--- config.mk ---
export PLATFORM = sky130hd
export DESIGN_NAME = regfile_gen2
export DESIGN_NICKNAME = d
export VERILOG_FILES = /design/src/rtl/regfile_gen2.sv
export SDC_FILE = /design/constraint.sdc
export NUM_CORES = 1
export LEC_CHECK = 0
export BUFFER_PORTS_ARGS = -buffer_cell sky130_fd_sc_hd__buf_2
export CORE_ASPECT_RATIO = 2
export CORE_MARGIN = 2
export CORE_UTILIZATION = 37
export CTS_CLUSTER_SIZE = 28
export DETAILED_ROUTE_END_ITERATION = 10
export GPL_ROUTABILITY_DRIVEN = 0
export PLACE_DENSITY = 0.61
export SLEW_MARGIN = 15
export SYNTH_ARGS = -nofsm -noshare
export SYNTH_HDL_FRONTEND = slang
export SYNTH_SLANG_ARGS = --single-unit
--- constraint.sdc ---
create_clock -name CLK -period 5.16 [get_ports CLK]
set_clock_uncertainty 0.05 [all_clocks]
set_input_delay 0.516 -clock CLK [delete_from_list [all_inputs] [get_ports CLK]]
set_output_delay 0.516 -clock CLK [all_outputs]
set_load 0.005 [all_outputs]
--- src/rtl/regfile_gen2.sv ---
// Byte-addressable register file with paired 2*DATA_W address registers that
// can be loaded, incremented or decremented, plus optional write-through reads.
module regfile_gen2 #(
  parameter int DATA_W  = 8,
  parameter int NREGS   = 8,
  parameter int BYPASS  = 1,
  parameter int ZERO_R0 = 0,
  localparam int SEL_W  = $clog2(NREGS)
) (
  input  logic                CLK,
  input  logic                RST,
  input  logic                MAIN_LOAD_bar,
  input  logic [SEL_W-1:0]    MAIN_LOAD_SEL,
  input  logic [DATA_W-1:0]   MAIN_in,
  input  logic                ADDR_LOAD_bar,
  input  logic [SEL_W-2:0]    ADDR_LOAD_SEL,
  input  logic [2*DATA_W-1:0] ADDR_in,
  input  logic                ADDR_INC,
  input  logic                ADDR_DEC,
  input  logic [SEL_W-2:0]    ADDR_INC_SEL,
  input  logic [SEL_W-1:0]    MAIN_ASSERT_SEL,
  input  logic [SEL_W-1:0]    LHS_ASSERT_SEL,
  input  logic [SEL_W-1:0]    RHS_ASSERT_SEL,
  input  logic [SEL_W-2:0]    ADDR_ASSERT_SEL,
  output logic [DATA_W-1:0]   MAIN_out,
  output logic [DATA_W-1:0]   LHS_out,
  output logic [DATA_W-1:0]   RHS_out,
  output logic [2*DATA_W-1:0] ADDR_out,
  output logic                ADDR_WRAP
);

  localparam int PW = 2 * DATA_W;

  typedef logic [DATA_W-1:0] word_t;

  word_t         regs_q [NREGS];
  word_t         regs_d [NREGS];
  word_t         rd_v   [NREGS];
  logic          wrap_q, wrap_d;
  logic          incdec_en;
  logic          wrap_hit;
  logic          load_hits_inc;
  logic [PW-1:0] pair_cur, pair_nxt;

  always_comb begin
    logic [SEL_W-1:0] idx;
    // NOTE: every combinational output gets a default before any branch, so
    // no path leaves a value unassigned and no latch is inferred.
    idx           = '0;
    incdec_en     = ADDR_INC ^ ADDR_DEC;
    pair_cur      = {regs_q[{ADDR_INC_SEL, 1'b1}], regs_q[{ADDR_INC_SEL, 1'b0}]};
    pair_nxt      = ADDR_INC ? pair_cur + PW'(1) : pair_cur - PW'(1);
    wrap_hit      = ADDR_INC ? (pair_cur == '1) : (pair_cur == '0);
    load_hits_inc = !ADDR_LOAD_bar && (ADDR_LOAD_SEL == ADDR_INC_SEL);
    // A pair overwritten by ADDR_LOAD never reports a wrap; a single-byte
    // MAIN_LOAD still does, since the other byte keeps the arithmetic result.
    wrap_d        = !RST && incdec_en && wrap_hit && !load_hits_inc;

    for (int i = 0; i < NREGS; i++) begin
      idx       = i[SEL_W-1:0];
      regs_d[i] = regs_q[i];
      if (RST) begin
        regs_d[i] = '0;
      end else if (!ADDR_LOAD_bar && idx[SEL_W-1:1] == ADDR_LOAD_SEL) begin
        regs_d[i] = idx[0] ? ADDR_in[PW-1:DATA_W] : ADDR_in[DATA_W-1:0];
      end else if (!MAIN_LOAD_bar && idx == MAIN_LOAD_SEL) begin
        regs_d[i] = MAIN_in;
      end else if (incdec_en && idx[SEL_W-1:1] == ADDR_INC_SEL) begin
        regs_d[i] = idx[0] ? pair_nxt[PW-1:DATA_W] : pair_nxt[DATA_W-1:0];
      end
      if (ZERO_R0 != 0 && i == 0) begin
        regs_d[i] = '0;
      end
    end
  end

  always_ff @(posedge CLK) begin
    // NOTE: state registers use non-blocking assignment so every register
    // samples the pre-edge values regardless of statement order.
    if (RST) begin
      // NOTE: this storage is a small flop array, not a RAM macro, so clearing
      // every entry on reset is cheap and is part of the block's contract.
      for (int i = 0; i < NREGS; i++) regs_q[i] <= '0;
      wrap_q <= 1'b0;
    end else begin
      regs_q <= regs_d;
      wrap_q <= wrap_d;
    end
  end

  // Write-through view already reflects reset, so reads return 0 under RST.
  always_comb begin
    for (int i = 0; i < NREGS; i++) begin
      rd_v[i] = (BYPASS != 0) ? regs_d[i] : regs_q[i];
    end
  end

  assign MAIN_out  = rd_v[MAIN_ASSERT_SEL];
  assign LHS_out   = rd_v[LHS_ASSERT_SEL];
  assign RHS_out   = rd_v[RHS_ASSERT_SEL];
  assign ADDR_out  = {rd_v[{ADDR_ASSERT_SEL, 1'b1}], rd_v[{ADDR_ASSERT_SEL, 1'b0}]};
  assign ADDR_WRAP = wrap_q;

endmodule

==> results of run 1 <==
## cell families after synthesis
kind of cell / after synthesis
multiplexers: 60
buffers and inverters: 115
AO/OA/AOI/OAI: 363
flip-flops: 65
XOR/XNOR: 21
adder cells (fa/ha/maj): 17
AND/OR/NAND/NOR: 408
## power by group through the flow
stage          Sequential (mW)  Clock (mW)  Combinational (mW)
6_report                 0.584       0.734                1.08
5_1_grt                  0.584       0.754                1.14
4_1_cts                  0.580       0.733                1.02
3_5_place_dp             0.591           0                1.01
3_3_place_gp             0.592           0                1.01
2_1_floorplan            0.575           0               0.644
## per-stage QoR
stage	setup slack (ps)	cell area (um2)	setup TNS [ps]	hold slack [ps]	utilization, %
after global placement	13.8	8580	0	648	42.1
after detailed placement	22.0	8580	0	656	42.1
after CTS	3.20	8930	0	482	43.9
final	126	9000	0	484	44.2
after global routing	-5.73	9000	-8.28	495	44.2
after floorplan	582	7690	0	531	-
## area by class of cell
type                    instances  area, um2  share of cell area [%]
multi-input cells             869       6020                    66.9
flip-flops and latches         65       1300                    14.5
repair buffers                146        878                    9.76
well taps                     266        333                    3.70
clock buffers                  10        239                    2.66
clock inverters                 6        115                    1.28
inverters                      28        105                    1.17
diodes                          1       2.50                  0.0278
## layout by cell type (no fill, tap or decap), types with 16 or more instances in the layout
| cell | n |
|---|---|
| a21o_1 | 17 |
| dfxtp_1 | 65 |
| nor2_1 | 119 |
| o211ai_1 | 22 |
| buf_4 | 58 |
| mux4_2 | 31 |
| nor3_1 | 42 |
| mux2i_1 | 23 |
| buf_2 | 87 |
| inv_1 | 24 |
| a31oi_1 | 18 |
| a211oi_1 | 16 |
| nand2_1 | 109 |
| a21oi_1 | 82 |
| nand3_1 | 39 |
| o21ai_0 | 64 |
## layer usage
layer / wire length (um) / share of wire, % / vias to the layer above
met5: 0 / 0 / -
met2: 19300 / 47 / 886
met4: 5310 / 13 / 0
met3: 4030 / 9.7 / 329
met1: 12900 / 31 / 4605
li1: - / - / 4145
## worst min path at each step
stage	from	end	slack, ps	cells after the start
global placement	regs_q[7]$_SDFF_PP0_	regs_q[7]$_SDFF_PP0_	650	3
global route	ADDR_in[9]	regs_q[1]$_SDFF_PP0_	500	3
detailed placement	regs_q[7]$_SDFF_PP0_	regs_q[7]$_SDFF_PP0_	660	3
CTS	ADDR_in[9]	regs_q[1]$_SDFF_PP0_	480	3
floorplan	regs_q[10]$_SDFF_PP0_	regs_q[10]$_SDFF_PP0_	530	3
finish	ADDR_in[9]	regs_q[1]$_SDFF_PP0_	480	3
## flip-flops by register name, summed over array words and instances (netlist names)
name       flops
regs_q        64
ADDR_WRAP      1
## worst min-delay path, stage by stage
cell and delay [ps]:
buf_2 160, nand2_1 90, a21oi_2 70
==> impl_results.md, run 1 <==
- Status: finished clean
- Net Count, Synth: 1,114
- CP cell instances: clkbuf_4 > buf_4 > mux4_2 > ha_2 > and4_1 > o211ai_1 > or2_1 > o211ai_2 > xor2_4 > a21oi_1 > a2bb2oi_2 > a21oi_1 > o311a_1 > buf_2
- Yosys top cell by area: dfxtp_1
- Clk slew on worst S/H paths: 60 ps
- Synth Warn #: 0
- Int Pwr: 1.43 mW
- Initial Utilization: 37.7%
- Placed instance count: 1,374
- Antenna violations before repair: 0
- Leak: 3.59 nW
- Clk sink count: 65
- Die area: 22,000 um2
- Min Tclk post-route: 5030 ps
- Post-DP HPWL: 31,200 um
- Simple-gate portion of the synthesized area: 25.6%
- Die width: 106 um
- Reg2Reg Depth: 11
- Gr busiest metal: met2
- Crit path DAT: 4470 ps
- DRT antenna net count: 0
- Core area: 20,400 um2
- Fillers: 2,113
- Worst hold path type: input pin to flop
- Switching share of power: 40.5%
- Final Max Slew Viols: 0
- NetSw: 0.972 mW
- #FFs+latches synth: 65
- Total routed wirelength: 41,500 um
- PwrDens: 267 nW/um2
- Met1 usage: 39.3%
- Critical path startpoint category: input pin
- FP Rows: 74
- Sequential Power Share: 24.3%
- Hold buffers post-CTS: 0
- Via Count: 9,965
- # DRC: 0
- DRT Pass-1 Iters: 8
- Max_cap viols: 0
- Total power: 2.40 mW
- GRT met3 Usage: 6.72%
- Crit. End Element: output pin
- Post-synth top flop: dfxtp_1
- Worst Max-Slew Pin Slew: 963 ps
- Largest net degree at the start of global routing: 33
- CP top delay family: compound AO/OA/AOI/OAI gates
- Synthesis-to-finish area growth: 17.1%
- PostCTS Resize Cnt: 0
- Post-synth top area share: 16.9%
- All-Layer GR Usage: 37.3%
- Reg2reg end: regs_q[6]$_SDFF_PP0_
- Adder-cell area share of the yosys netlist: 2.87%
- Synth Instances: 1,049
- Crit path top cell by count: a21oi_1
- Crit path required time: 4590 ps
- Worst Setup EP: MAIN_out[5]
- WL per Instance: 29.8 um
- Worst r2r src: regs_q[9]$_SDFF_PP0_
- Fraction of registers with async set or reset after synthesis: 0%
- Chip height: 208 um
- Average vias per placed instance: 7.16
- F_max: 199 MHz
- Peak VDD IR: 0.000146 V
- Clk Latency, worst-skew pair: 350 ps
- Port Buf Inserts: 88
- Netlist cell types: 96
- Final Cycle Share: 97.6%
- Synth area leaders: dfxtp_1, mux4_2, nor2_1
- IO Count: 89
- Clk pwr share: 30.6%
- CTS Buf Count: 9
- Worst path buffer plus inverter count: 3
- Worst reg2reg setup slack: 1740 ps
- CP Class: input pin to output pin
- Mux contribution to synthesized area: 13.0%
- Comb power frac: 45.1%
- Slew HR: 35.8%
- Compound-gate portion of the synthesized area: 33.1%
- Total Nets Final: 1,184
- Most common cell in the netlist: nor2_1
- Fin cells: 1,391
- Worst-path fanout max: 9
- Clock tree root buffer cell: clkbuf_16
- Fraction of layout cells with a size suffix above 1: 21.9%
- Met2 usage: 61.1%
- Slowest stage delay, CP: 570 ps
- Register area share after synthesis: 16.9%
- Synth Area in XOR/XNOR: 2.78%
- Postcts setup bufs: 0
- Gr ovfl total: 0
- First DRT Iteration DRCs: 1,536
- Fin. Hold Viols: 0
- Number of cells on the critical path: 14
- Final setup fails: 0
- EDFF count, synth: 0
- CTS Buffer Depth: 2
- CTS tree: yes
- Top post-synthesis cells by count: nor2_1, nand2_1, a21oi_1, clkbuf_1
- Htree depth: 3
- CP max-delay cell: mux4_2
- Largest family of logic cells by synthesized area: compound AO/OA/AOI/OAI gates
- First-pass GRT wire length: 60,800 um
- Vias in the first global route: 9,760
- Syn_area_per_cell: 7.33 um2
- Worst Setup SP: ADDR_INC_SEL[0]
- Synthesized cell area: 7690 um2
Power figures use the tool's default switching activity.
==> run 2: changes to the inputs <==
--- a/config.mk
+++ b/config.mk
@@ -7,12 +7,13 @@
 export LEC_CHECK = 0
 export BUFFER_PORTS_ARGS = -buffer_cell sky130_fd_sc_hd__buf_2
 export CORE_ASPECT_RATIO = 2
-export CORE_MARGIN = 2
+export CORE_MARGIN = 10
 export CORE_UTILIZATION = 37
 export CTS_CLUSTER_SIZE = 28
 export DETAILED_ROUTE_END_ITERATION = 10
 export GPL_ROUTABILITY_DRIVEN = 0
 export PLACE_DENSITY = 0.61
+export RECOVER_POWER = 50
 export SLEW_MARGIN = 15
 export SYNTH_ARGS = -nofsm -noshare
 export SYNTH_HDL_FRONTEND = slang
==> run 2 against run 1 <==
The flow now finishes with violations (design-rule violations). Cell count is the same. Wire length grew 0.78%. Sequential cell count is the same. Register-to-register slack lost 50 ps. Global-route usage shrank 7.6 points. Combinational power is essentially flat. Clock-buffer cell count is the same. Sequential share of layout area grew 0.20 points. Largest cell class unchanged. Final area shrank 1.4%. Highest routed layer unchanged.
==> impl_results.md, run 2 (synthesized netlist as in run 1, its figures left out) <==
- CP cell instances: clkbuf_4 > buf_4 > mux4_2 > ha_1 > and4_1 > o211ai_1 > or2_1 > a21oi_2 > xor2_1 > mux2i_1 > a311oi_2 > nor2b_1 > a31o_1 > buf_2
- IO Count: 89 (unchanged)
- First DRT Iteration DRCs: 1,362 (-11%)
- Synthesis-to-finish area growth: 15.5%
- Worst hold path type: input pin to flop
- Crit path required time: 4590 ps (about the same)
- Clock tree root buffer cell: clkbuf_16
- Post-layout util: 43.4% (-0.80 points)
- F_max: 201 MHz (+1.2%)
- WL per Instance: 30.1 um (+0.78%)
- Placed inst area: 8590 um2 (+0.16%)
- Total routed wirelength: 41,800 um (+0.78%)
- Via Count: 9,826 (-1.4%)
- Peak VDD IR: 0.000149 V (+1.9%)
- Gr ovfl total: 0 (unchanged)
- Worst reg2reg setup slack: 1690 ps (-50 ps)
- Commonest non-fill, non-tap cell in the layout: nor2_1
- Fraction of layout cells with a size suffix above 1: 19.8% (-2.1 points)
- Fin. Hold Viols: 0 (unchanged)
- Clk sink count: 65 (unchanged)
- TNS Setup: 0 ps (unchanged)
- Diode count: 0 (-1)
- Status: finished, violations left
- Min Tclk post-route: 4980 ps (-57.8 ps)
- Max reg flops: 64 (unchanged)
- Clk Latency, worst-skew pair: 350 ps (about the same)
- Post-DP HPWL: 31,500 um (+0.94%)
- Fillers: 2,083 (-1.4%)
- Die width: 122 um (+15%)
- Max_cap viols: 0 (unchanged)
- Design area: 8880 um2 (-1.4%)
- Die area: 27,300 um2 (+24%)
- CTS Buffer Depth: 2 (unchanged)
- Worst-path fanout max: 12 (+3)
- Most flops, register: regs_q
- CP max-delay cell: mux4_2
- Core area: 20,500 um2 (+0.45%)
- Worst slack, placed: 133 ps (+111 ps)
- Slowest stage delay, CP: 550 ps (-20 ps)
- Largest net degree at the start of global routing: 56 (+70%)
- Worst Max-Slew Pin Slew: 1080 ps (+119 ps)
- CP top delay family: compound AO/OA/AOI/OAI gates
- CP Class: input pin to output pin
- Final Cycle Share: 96.4% (-1.1 points)
- Slew HR: 26.9% (-8.9 points)
- Initial Utilization: 37.6% (-0.17 points)
- DRT antenna net count: 0 (unchanged)
- Hold buffers post-CTS: 0 (unchanged)
- Worst path buffer plus inverter count: 3 (unchanged)
- Final Max Slew Viols: 0 (unchanged)
- Violated checks: design-rule violations
- Crit path DAT: 4410 ps (-60 ps)
- DRT Pass-1 Iters: 9 (+1)
- Vias in the first global route: 9,608 (-1.6%)
- FP Rows: 74 (unchanged)
- All-Layer GR Usage: 29.7% (-7.6 points)
- Port Buf Inserts: 88 (unchanged)
- Crit. End Element: output pin
- Chip height: 224 um (+7.7%)
- Total power: 2.38 mW (-0.77%)
- Htree depth: 3 (unchanged)
- Clk slew on worst S/H paths: 60 ps (about the same)
- Antenna violations before repair: 0 (unchanged)
- First-pass GRT wire length: 61,000 um (+0.35%)
- CTS tree: yes
- Total Nets Final: 1,185 (+0.084%)
- Leak: 3.52 nW (-2.0%)
- PwrDens: 268 nW/um2 (+0.60%)
- Final setup margin: 184 ps (+57.8 ps)
- Most frequent cells in the layout: nor2_1, nand2_1, buf_2, a21oi_1
- CTS Buf Count: 9 (unchanged)
- Average vias per placed instance: 7.06 (-1.4%)
- RSZ-0062 raised after global routing: false
- Critical path startpoint category: input pin
- # DRC: 1 (+1)
- Final setup fails: 0 (unchanged)
-- run 2: cell count changes in the layout (fill, tap and decap cells not counted), sizes merged --
cell / previous run / this run
clkbuf: 11 / 24
buf: 145 / 133
clkinv: 4 / 3
clkinvlp: 1 / 2
diode: 1 / 0
-- run 2: what timing repair did --
action,in CTS,in global routing
gates resized for setup,0,2
setup buffers,0,0
endpoints found under the setup margin,0,9
-- run 2: path summary, 6_finish.rpt --
check / startpoint / end / depth (start not counted)
setup / recovery: ADDR_INC_SEL[0] / LHS_out[7] / 14
setup reg to reg: regs_q[9]$_SDFF_PP0_ / regs_q[6]$_SDFF_PP0_ / 11
hold / removal: ADDR_in[9] / regs_q[1]$_SDFF_PP0_ / 3
hold reg to reg: regs_q[7]$_SDFF_PP0_ / regs_q[7]$_SDFF_PP0_ / 3
-- run 2: metrics by stage --
| step | hold WS [ps] | cells |
|---|---|---|
| 2_1_floorplan | 531 | 1049 |
| 3_3_place_gp | 644 | 1375 |
| 3_5_place_dp | 643 | 1375 |
| 4_1_cts | 502 | 1391 |
| 5_1_grt | 542 | 1391 |
| 6_report | 503 | 1391 |
-- run 2: final cells by class --
cell class                 count  area, um2  share of cell area [%]
clock buffer                  10        239                    2.69
clock inverter                 6        114                    1.28
inverter                      28        105                    1.18
multi-input combinational    869       5940                    67.0
sequential                    65       1300                    14.7
tap                          266        333                    3.75
timing repair buffer         147        840                    9.46
-- run 2: routing by layer --
| metal | GRT usage (%) | routed length (um) | vias up |
|---|---|---|---|
| li1 | - | - | 4156 |
| met2 | 48.3 | 19800 | 853 |
| met1 | 31.8 | 13700 | 4549 |
| met5 | 0 | 0 | - |
| met3 | 6.05 | 4210 | 268 |
| met4 | 25.7 | 4120 | 0 |
-- run 2: where the power goes --
group          switching, mW  internal (mW)
clock                  0.254          0.487
combinational          0.681          0.378
sequential            0.0324          0.550
-- run 2: tightest hold or removal path, delay by kind of cell --
family | cells | cell delay, ps
AOI/OAI and AO/OA | 1 | 80
and+or+nand+nor | 1 | 90
buffers and inverters | 1 | 170
